**config.mk**
```make
export PLATFORM = sky130hd
export DESIGN_NAME = audio_sdm_out
export DESIGN_NICKNAME = d
export VERILOG_FILES = /design/src/rtl/audio_sdm_out.sv
export SDC_FILE = /design/constraint.sdc
export NUM_CORES = 1
export LEC_CHECK = 0
export ABC_AREA = 0
export BUFFER_PORTS_ARGS = -buffer_cell sky130_fd_sc_hd__buf_2
export CAP_MARGIN = 20
export CORE_ASPECT_RATIO = 0.6
export CORE_MARGIN = 1
export CORE_UTILIZATION = 52
export DETAILED_ROUTE_END_ITERATION = 16
export MAX_ROUTING_LAYER = met4
export PLACE_DENSITY_LB_ADDON = 0.12
export SLEW_MARGIN = 25
export SYNTH_ARGS = -nofsm -noshare
export SYNTH_HDL_FRONTEND = slang
export SYNTH_SLANG_ARGS = --single-unit
```
**constraint.sdc**
```tcl
create_clock -name clk -period 4.59 [get_ports clk]
set_input_delay 0.459 -clock clk [delete_from_list [all_inputs] [get_ports clk]]
set_output_delay 0.459 -clock clk [all_outputs]
set_load 0.05 [all_outputs]
```
**src/rtl/audio_sdm_out.sv**
```systemverilog
// audio_sdm_out: sample FIFO feeding a first-order 1-bit sigma-delta modulator.
// Samples are signed 8-bit values queued upstream. A programmable period
// counter produces one sample tick every max(period_i,1) enabled clocks. Each
// tick moves the FIFO head into the current-sample register, or loads midscale
// and flags an underrun when the FIFO is empty. The modulator runs on every
// enabled clock and emits a pulse-density stream proportional to the sample.
module audio_sdm_out #(
   parameter int FIFO_DEPTH = 4,
   parameter int PERIOD_W   = 16
) (
   input  logic                          clk,
   input  logic                          reset_i,
   input  logic                          enable_i,
   input  logic [PERIOD_W-1:0]           period_i,
   input  logic                          sample_valid_i,
   input  logic [7:0]                    sample_data_i,
   output logic                          sample_ready_o,
   output logic [$clog2(FIFO_DEPTH):0]   fifo_level_o,
   output logic                          underrun_o,
   output logic                          audio_o
);

   localparam int PTR_W = $clog2(FIFO_DEPTH);
   localparam int LVL_W = PTR_W + 1;

   localparam logic [LVL_W-1:0] LEVEL_FULL = LVL_W'(FIFO_DEPTH);

   // FIFO storage and bookkeeping
   logic [7:0]          mem_q [FIFO_DEPTH];
   logic [PTR_W-1:0]    wr_ptr_q, wr_ptr_d;
   logic [PTR_W-1:0]    rd_ptr_q, rd_ptr_d;
   logic [LVL_W-1:0]    level_q,  level_d;

   // Sample timing
   logic [PERIOD_W-1:0] cnt_q, cnt_d;
   logic [PERIOD_W-1:0] reload_val;
   logic                tick;

   // Current sample and modulator state
   logic [7:0]          cur_q, cur_d;
   logic [7:0]          acc_q, acc_d;
   logic                audio_q, audio_d;
   logic                underrun_q, underrun_d;

   // Datapath helpers
   logic                push;
   logic                pop;
   logic                fifo_empty;
   logic [7:0]          mod_u;
   logic [8:0]          mod_sum;

   // A period of 0 behaves like 1, so the reload value never underflows.
   always_comb begin
      reload_val = '0;
      if (period_i != '0) begin
         reload_val = period_i - PERIOD_W'(1);
      end
   end

   // Period counter: free-running down-count while enabled, parked at the
   // reload value while muted so the first tick lands a full period later.
   // period_i is only looked at when reloading, so changes never disturb the
   // count already in progress.
   always_comb begin
      tick  = 1'b0;
      cnt_d = reload_val;
      if (enable_i) begin
         if (cnt_q == '0) begin
            tick  = 1'b1;
            cnt_d = reload_val;
         end else begin
            cnt_d = cnt_q - PERIOD_W'(1);
         end
      end
   end

   // Handshake and FIFO control. There is no bypass from the push port to the
   // pop side: a sample written during an empty-FIFO tick still underruns and
   // becomes the head for the following tick.
   always_comb begin
      fifo_empty     = (level_q == '0);
      sample_ready_o = reset_i || (level_q != LEVEL_FULL);
      push           = sample_valid_i && sample_ready_o && !reset_i;
      pop            = tick && !fifo_empty;
      underrun_d     = tick && fifo_empty;

      wr_ptr_d = wr_ptr_q;
      rd_ptr_d = rd_ptr_q;
      level_d  = level_q;

      if (push) begin
         wr_ptr_d = wr_ptr_q + PTR_W'(1);
      end
      if (pop) begin
         rd_ptr_d = rd_ptr_q + PTR_W'(1);
      end

      unique case ({push, pop})
         2'b10:   level_d = level_q + LVL_W'(1);
         2'b01:   level_d = level_q - LVL_W'(1);
         default: level_d = level_q;
      endcase
   end

   // Current-sample register: loads the FIFO head on a tick, falls back to
   // midscale (signed zero) on an underrun, otherwise holds, including while
   // playback is muted.
   always_comb begin
      cur_d = cur_q;
      if (pop) begin
         cur_d = mem_q[rd_ptr_q];
      end else if (underrun_d) begin
         cur_d = 8'h00;
      end
   end

   // First-order modulator. Flipping the sign bit maps the signed sample onto
   // 0..255, so the carry out of the 8-bit phase accumulator fires exactly u
   // times in any 256 clocks. Only the low eight bits are kept as state; the
   // carry is what goes to the pin. Muting clears the phase so playback
   // restarts from a known pattern.
   always_comb begin
      mod_u   = {~cur_q[7], cur_q[6:0]};
      mod_sum = {1'b0, acc_q} + {1'b0, mod_u};
      acc_d   = 8'h00;
      audio_d = 1'b0;
      if (enable_i) begin
         acc_d   = mod_sum[7:0];
         audio_d = mod_sum[8];
      end
   end

   // Sample storage; contents need no reset because level gates every read.
   always_ff @(posedge clk) begin
      if (push) begin
         mem_q[wr_ptr_q] <= sample_data_i;
      end
   end

   // Control and datapath state with synchronous reset; reset discards any
   // queued samples and never raises an underrun.
   always_ff @(posedge clk) begin
      if (reset_i) begin
         wr_ptr_q   <= '0;
         rd_ptr_q   <= '0;
         level_q    <= '0;
         cnt_q      <= reload_val;
         cur_q      <= 8'h00;
         acc_q      <= 8'h00;
         audio_q    <= 1'b0;
         underrun_q <= 1'b0;
      end else begin
         wr_ptr_q   <= wr_ptr_d;
         rd_ptr_q   <= rd_ptr_d;
         level_q    <= level_d;
         cnt_q      <= cnt_d;
         cur_q      <= cur_d;
         acc_q      <= acc_d;
         audio_q    <= audio_d;
         underrun_q <= underrun_d;
      end
   end

   // Registered outputs
   always_comb begin
      fifo_level_o = level_q;
      underrun_o   = underrun_q;
      audio_o      = audio_q;
   end

endmodule

```
After elaboration in Yosys (flattened, before gate mapping). Memories as Yosys holds them, arrays and structs flattened. A register that Yosys moved wholly into a read port is not among the register bits. Cells that the tools add are included.

Register bits after elaboration: 41. RAM bits: 32. Input port bits: 28. Output and inout bits: 6. Word-level logic and storage cells: 47. Memories kept: 1.

Add/subtract/negate cells: 7. Eq/ne operators: 3. Muxes and demuxes: 13. Bitwise gates (word level): 2. Reductions and logical operators: 13.

Memory list: mem_q (depth 4, bits a word 8, read ports 1, clocked after Yosys merged registers in 1, wr ports 1, RTL line 29) `logic [7:0] mem_q [FIFO_DEPTH];`.

Operators by type and width (count): 2-to-1 mux 16 bit (4); subtractor 16 x 1 -> 16 bit (second input constant) (2); zero test 16 bit (1); 2-to-1 mux 8 bit (2); nonzero test 16 bit (1); adder 8 x 8 -> 9 bit (1); case mux 3 bit (2 select lines) (1); adder 2 x 1 -> 2 bit (second input constant) (2); logical AND 1 bit (4); 2-to-1 mux 1 bit (4); 2-to-1 mux 2 bit (2); nonzero test 2 bit (2); adder 3 x 1 -> 3 bit (second input constant) (1); zero test 3 bit (1); != test 3 bit (second input constant) (1); subtractor 3 x 1 -> 3 bit (second input constant) (1); equality test 2 x 1 -> 1 bit (second input constant) (1); equality test 2 bit (second input constant) (1); zero test 1 bit (2); inverter 1 bit (2); OR reduction 2 bit (1); logical OR 1 bit (1).

Logic depth before layout (Yosys ltp).
Depth in word-level cells: 6. Depth in mapped cells: 11. Gate-level depth less buffers: 11.

Worst setup path after synthesis. Ideal clock, no wire load.

Path type: register to register. Start point: register cnt_q[8]. End point: register level_q[2] (netlist: fifo_level_o[2]). Library setup time: 70 ps. Arrival time: 2553 ps. Required time: 4520 ps. Slack: 1966 ps. Stages on the path, launching flop included: 11. Path buffers: 1. Period minus slack after synthesis: 2624 ps. Cell sequence: dfxtp_1 or4_1 buf_2 nor4_1 and4_1 ha_1 inv_1 fa_1 xor2_1 or3_1 a21oi_1.

Longest elaborated chain between the ends: 6. Elaborated cells between the ends (all ways): 8. Those cells by class: eq/ne: 2; mux: 3; reduce/logical: 3.

Ends and longest elaborated chain: start, declared (RTL line 35) `logic [PERIOD_W-1:0] cnt_q, cnt_d;`; start signal, assigned (RTL line 147) `cnt_q <= reload_val;`; start signal, assigned (RTL line 156) `cnt_q <= cnt_d;`; zero test 16 bit (*) (RTL line 68) `if (cnt_q == '0) begin`; 2-to-1 mux 1 bit (*) (RTL line 68); 2-to-1 mux 1 bit (*) (RTL line 67) `if (enable_i) begin`; logical AND 1 bit (*) (RTL line 84) `pop = tick && !fifo_empty;`; via pop (RTL line 47) `logic pop;`; equality test 2 x 1 -> 1 bit or equality test 2 bit (tied branches) (RTL line 98) `unique case ({push, pop})`; case mux 3 bit (2 select lines) or nonzero test 2 bit (tied branches); end signal, assigned (RTL line 155) `level_q <= level_d;`; end, declared (RTL line 32) `logic [LVL_W-1:0] level_q, level_d;`.

Mark *: on every way through the listed nets, which the timed path passes. The rest lies on a longest branch. A chain may end at the register's enable or synchronous reset.

Final worst setup path. Ends and elaborated chain as after synthesis.

==> results_tabular.tex <==
\begin{tabular}{lr}
\hline
Metric & Value \\
\hline
\multicolumn{2}{l}{\textbf{Global route}} \\
Wire length of the first global-routing pass & 11700 µm \\
Maximum number of pins on one net before global-route repair & 15 \\
Antenna violations before repair & 0 \\
Number of global-route vias before repair & 2339 \\
Tot GR Track Use & 23.0\% \\
Congestion Overflow GR & 0 \\
\multicolumn{2}{l}{\textbf{Synth}} \\
Leading area contributor after synthesis & sky130\_fd\_sc\_hd\_\_edfxtp\_1 \\
Proportion of register bits with asynchronous set or reset after synthesis & 0\% \\
Post-Syn Area & 0.00358 mm² \\
Most used standard cell by instance count after synthesis & sky130\_fd\_sc\_hd\_\_dfxtp\_1 \\
Per-instance average area after synthesis & 11.0 µm² \\
Sequential element share of the synthesized area & 50.9\% \\
Synthesized instance count & 324 \\
Count of unique library cells instantiated by Yosys & 41 \\
Number of flip-flops and latches in the synthesized netlist & 75 \\
Number of enable-type register cells in the synthesized netlist & 32 \\
Number of synthesis warnings & 0 \\
Prevailing post-synth register cell & sky130\_fd\_sc\_hd\_\_dfxtp\_1 \\
Post-Synthesis Net Count & 370 \\
Proportion of netlist area held by the largest area contributor & 26.9\% \\
Commonest cells in the synthesized netlist & sky130\_fd\_sc\_hd\_\_dfxtp\_1, sky130\_fd\_sc\_hd\_\_edfxtp\_1, sky130\_fd\_sc\_hd\_\_nor2\_1 \\
Top area cells in the synthesized netlist & sky130\_fd\_sc\_hd\_\_edfxtp\_1, sky130\_fd\_sc\_hd\_\_dfxtp\_1, sky130\_fd\_sc\_hd\_\_ha\_1, sky130\_fd\_sc\_hd\_\_mux4\_2, sky130\_fd\_sc\_hd\_\_xnor2\_1 \\
\multicolumn{2}{l}{\textbf{Setup path}} \\
Crit. End Element & register \\
Arrival time at the worst endpoint & 3.16 ns \\
Worst Setup Start Kind & register \\
Worst-path maximum fanout & 7 \\
Worst r2r src & cnt\_q[8] \\
Critical path type & register to register \\
Required time of the worst setup path & 4.87 ns \\
Worst setup path startpoint & cnt\_q[8] \\
\multicolumn{2}{l}{\textbf{Die}} \\
Number of primary I/O pins & 34 \\
Effective utilization at floorplan & 56.3\% \\
Core Rows & 22 \\
Chip width & 109 µm \\
Floorplan die height & 66.3 µm \\
Floorplan die area & 0.00723 mm² \\
Core area & 0.00636 mm² \\
\multicolumn{2}{l}{\textbf{STA}} \\
Number of setup violations in the final report & 0 \\
Final hold vios & 0 \\
Final worst path period share & 62.7\% \\
Final Max Slew Viols & 0 \\
Slew Limit Headroom & 45.4\% \\
Clk\_skew & 0.00741 ns \\
Upper clock frequency limit & 0.347 GHz \\
Measured slew at the worst slew-check pin & 0.817 ns \\
Shortest clock period the worst path allows after layout & 2.88 ns \\
Unrepaired setup endpoints after global routing & no \\
Setup tns final & 0 ns \\
\multicolumn{2}{l}{\textbf{Pwr}} \\
Worst IR drop on VDD & 304 µV \\
Cell leakage power & 1.52 nW \\
PD cells & 381 mW/mm² \\
\multicolumn{2}{l}{\textbf{Hold path}} \\
Min-delay worst type & input pin to register \\
Startpoint of the most critical hold path & sample\_data\_i[5] \\
\multicolumn{2}{l}{\textbf{Clocking}} \\
Bufs on Longest Clock Path & 2 \\
Clk\_lat worst skew & 0.34 ns \\
Post-CTS Setup Inserts & 0 \\
Clock-pin transition on the worst setup and hold timing paths & 0.06 ns \\
Resize count post-CTS & 0 \\
CTS root buffer & sky130\_fd\_sc\_hd\_\_clkbuf\_16 \\
\# hold bufs at CTS & 0 \\
CTS Buf Count & 9 \\
Clock sink total & 75 \\
CTS tree & yes \\
H-Tree Depth & 3 \\
\multicolumn{2}{l}{\textbf{Flow run}} \\
Max Cap Violations & 0 \\
\multicolumn{2}{l}{\textbf{Placed design}} \\
Cell area reported after detailed placement & 0.00381 mm² \\
Port Buf Inserts & 33 \\
Final estimated routing congestion in global placement & 0.791 \\
Half-perimeter wire length after detailed placement & 5200 µm \\
\multicolumn{2}{l}{\textbf{Cells and area}} \\
Share of final-layout standard cells stronger than drive strength 1 & 18.0\% \\
Number of nets at the end of the flow & 408 \\
Final standard cell area without fillers & 0.00411 mm² \\
Area growth from synthesis to layout & 14.9\% \\
Number of antenna repair diodes & 0 \\
\multicolumn{2}{l}{\textbf{Detailed routing}} \\
Post-detailed-route count of antenna-violating nets & 0 \\
Routed wire per std cell & 15.4 µm \\
Number of vias per cell & 5.44 \\
Post-Route WL & 6960 µm \\
Starting DRC count in detailed routing & 198 \\
Final routed DRC violation total & 0 \\
First-pass iteration count of the detailed router & 4 \\
Total via count after detailed routing & 2453 \\
\multicolumn{2}{l}{\textbf{Outcome}} \\
Run status & complete, no violations \\
\hline
\end{tabular}
path summary, 6_finish.rpt:
path	to	slack, ns	cells after the start
worst max-delay path	fifo_level_o[2]	1.71	9
worst min-delay path	mem_q[2][5]	0.34	1
worst max register to register	fifo_level_o[2]	1.71	9
worst min register to register	cur_q[4]	0.47	2
stage by stage:
stage               utilization (%)  setup slack (ns)  total power, mW  cells  hold slack, ns
floorplan                         -              1.97            0.834    324           0.425
global placement               59.9              1.81            0.874    435           0.442
detailed placement             59.9              1.73            0.877    435           0.465
CTS                            64.6              1.69             1.58    451           0.327
global route                   64.6              1.52             1.62    451           0.337
finish                         64.6              1.71             1.57    451           0.340
per-layer routing:
layer	share of wire, %	global-route usage, %
met5	0	-
met4	1.1	7.60
met3	5.3	6.31
met2	39	29.9
met1	54	34.0
cells in the final DEF, fill, tap and decap left out, types with 2 or more instances in the layout:
master	netlist	layout
sky130_fd_sc_hd__dfxtp_1	43	43
sky130_fd_sc_hd__buf_2	1	33
sky130_fd_sc_hd__edfxtp_1	32	32
sky130_fd_sc_hd__nor2_1	30	30
sky130_fd_sc_hd__inv_1	23	23
sky130_fd_sc_hd__nand2_1	21	21
sky130_fd_sc_hd__xnor2_1	19	19
sky130_fd_sc_hd__o21ai_0	16	16
sky130_fd_sc_hd__ha_1	16	16
sky130_fd_sc_hd__xor2_1	12	12
sky130_fd_sc_hd__nor4_1	10	10
sky130_fd_sc_hd__a21oi_1	10	10
sky130_fd_sc_hd__nand3_1	9	9
sky130_fd_sc_hd__clkbuf_16	0	9
sky130_fd_sc_hd__mux4_2	8	8
sky130_fd_sc_hd__o22ai_1	7	7
sky130_fd_sc_hd__or3_1	6	6
sky130_fd_sc_hd__nor3_1	6	6
sky130_fd_sc_hd__and2_1	6	6
sky130_fd_sc_hd__or4_1	5	5
sky130_fd_sc_hd__mux2i_1	5	5
sky130_fd_sc_hd__nand2b_1	4	4
sky130_fd_sc_hd__o22ai_2	4	4
sky130_fd_sc_hd__nor2b_1	3	3
sky130_fd_sc_hd__nor3b_1	3	3
sky130_fd_sc_hd__or2_2	2	2
sky130_fd_sc_hd__o31a_1	2	2
sky130_fd_sc_hd__o211ai_1	2	2
sky130_fd_sc_hd__o21a_1	2	2
sky130_fd_sc_hd__fa_1	2	2
sky130_fd_sc_hd__clkinvlp_4	0	2
sky130_fd_sc_hd__inv_6	0	2
power by group:
group | switching [mW] | total [mW] | internal [mW]
clock network | 0.279 | 0.702 | 0.423
logic | 0.0713 | 0.123 | 0.0513
registers | 0.0201 | 0.742 | 0.722
critical path: stages (launching register included):
cell	delay [ns]
sky130_fd_sc_hd__dfxtp_1	0.33
sky130_fd_sc_hd__or4_1	0.69
sky130_fd_sc_hd__nor4_1	0.27
sky130_fd_sc_hd__and4_1	0.29
sky130_fd_sc_hd__ha_1	0.20
sky130_fd_sc_hd__inv_1	0.06
sky130_fd_sc_hd__fa_1	0.38
sky130_fd_sc_hd__xor2_1	0.16
sky130_fd_sc_hd__or3_1	0.31
sky130_fd_sc_hd__a21oi_1	0.13
cell type report:
class / instances / area [µm²]
Fill cell: 497 / 2250
Clock buffer: 9 / 225
Clock inverter: 7 / 75.1
Sequential cell: 75 / 1820
Multi-Input combinational cell: 219 / 1620
Timing Repair Buffer: 34 / 173
Tap cell: 84 / 105
Inverter: 23 / 86.3
registers in the layout, summed over array words and instances (netlist names), named ones only:
| register | cells |
|---|---|
| acc_q | 8 |
| underrun_o | 1 |
| wr_ptr_q | 2 |
| rd_ptr_q | 2 |
| audio_o | 1 |
| fifo_level_o | 3 |
| cnt_q | 16 |
| cur_q | 8 |
| mem_q | 32 |
kinds of logic (layout without fill, tap and decap cells):
| family | count (synthesis) | count (layout) | share of synthesized area, % |
|---|---|---|---|
| AND/OR/NAND/NOR | 111 | 111 | 16.4 |
| flip-flops | 75 | 75 | 50.9 |
| AO/OA/AOI/OAI | 46 | 46 | 8.22 |
| XOR/XNOR | 31 | 31 | 7.59 |
| buffers and inverters | 30 | 73 | 3.71 |
| adder cells (fa/ha/maj) | 18 | 18 | 6.71 |
| multiplexers | 13 | 13 | 6.43 |
No activity file was read; power rests on OpenSTA's default activity.
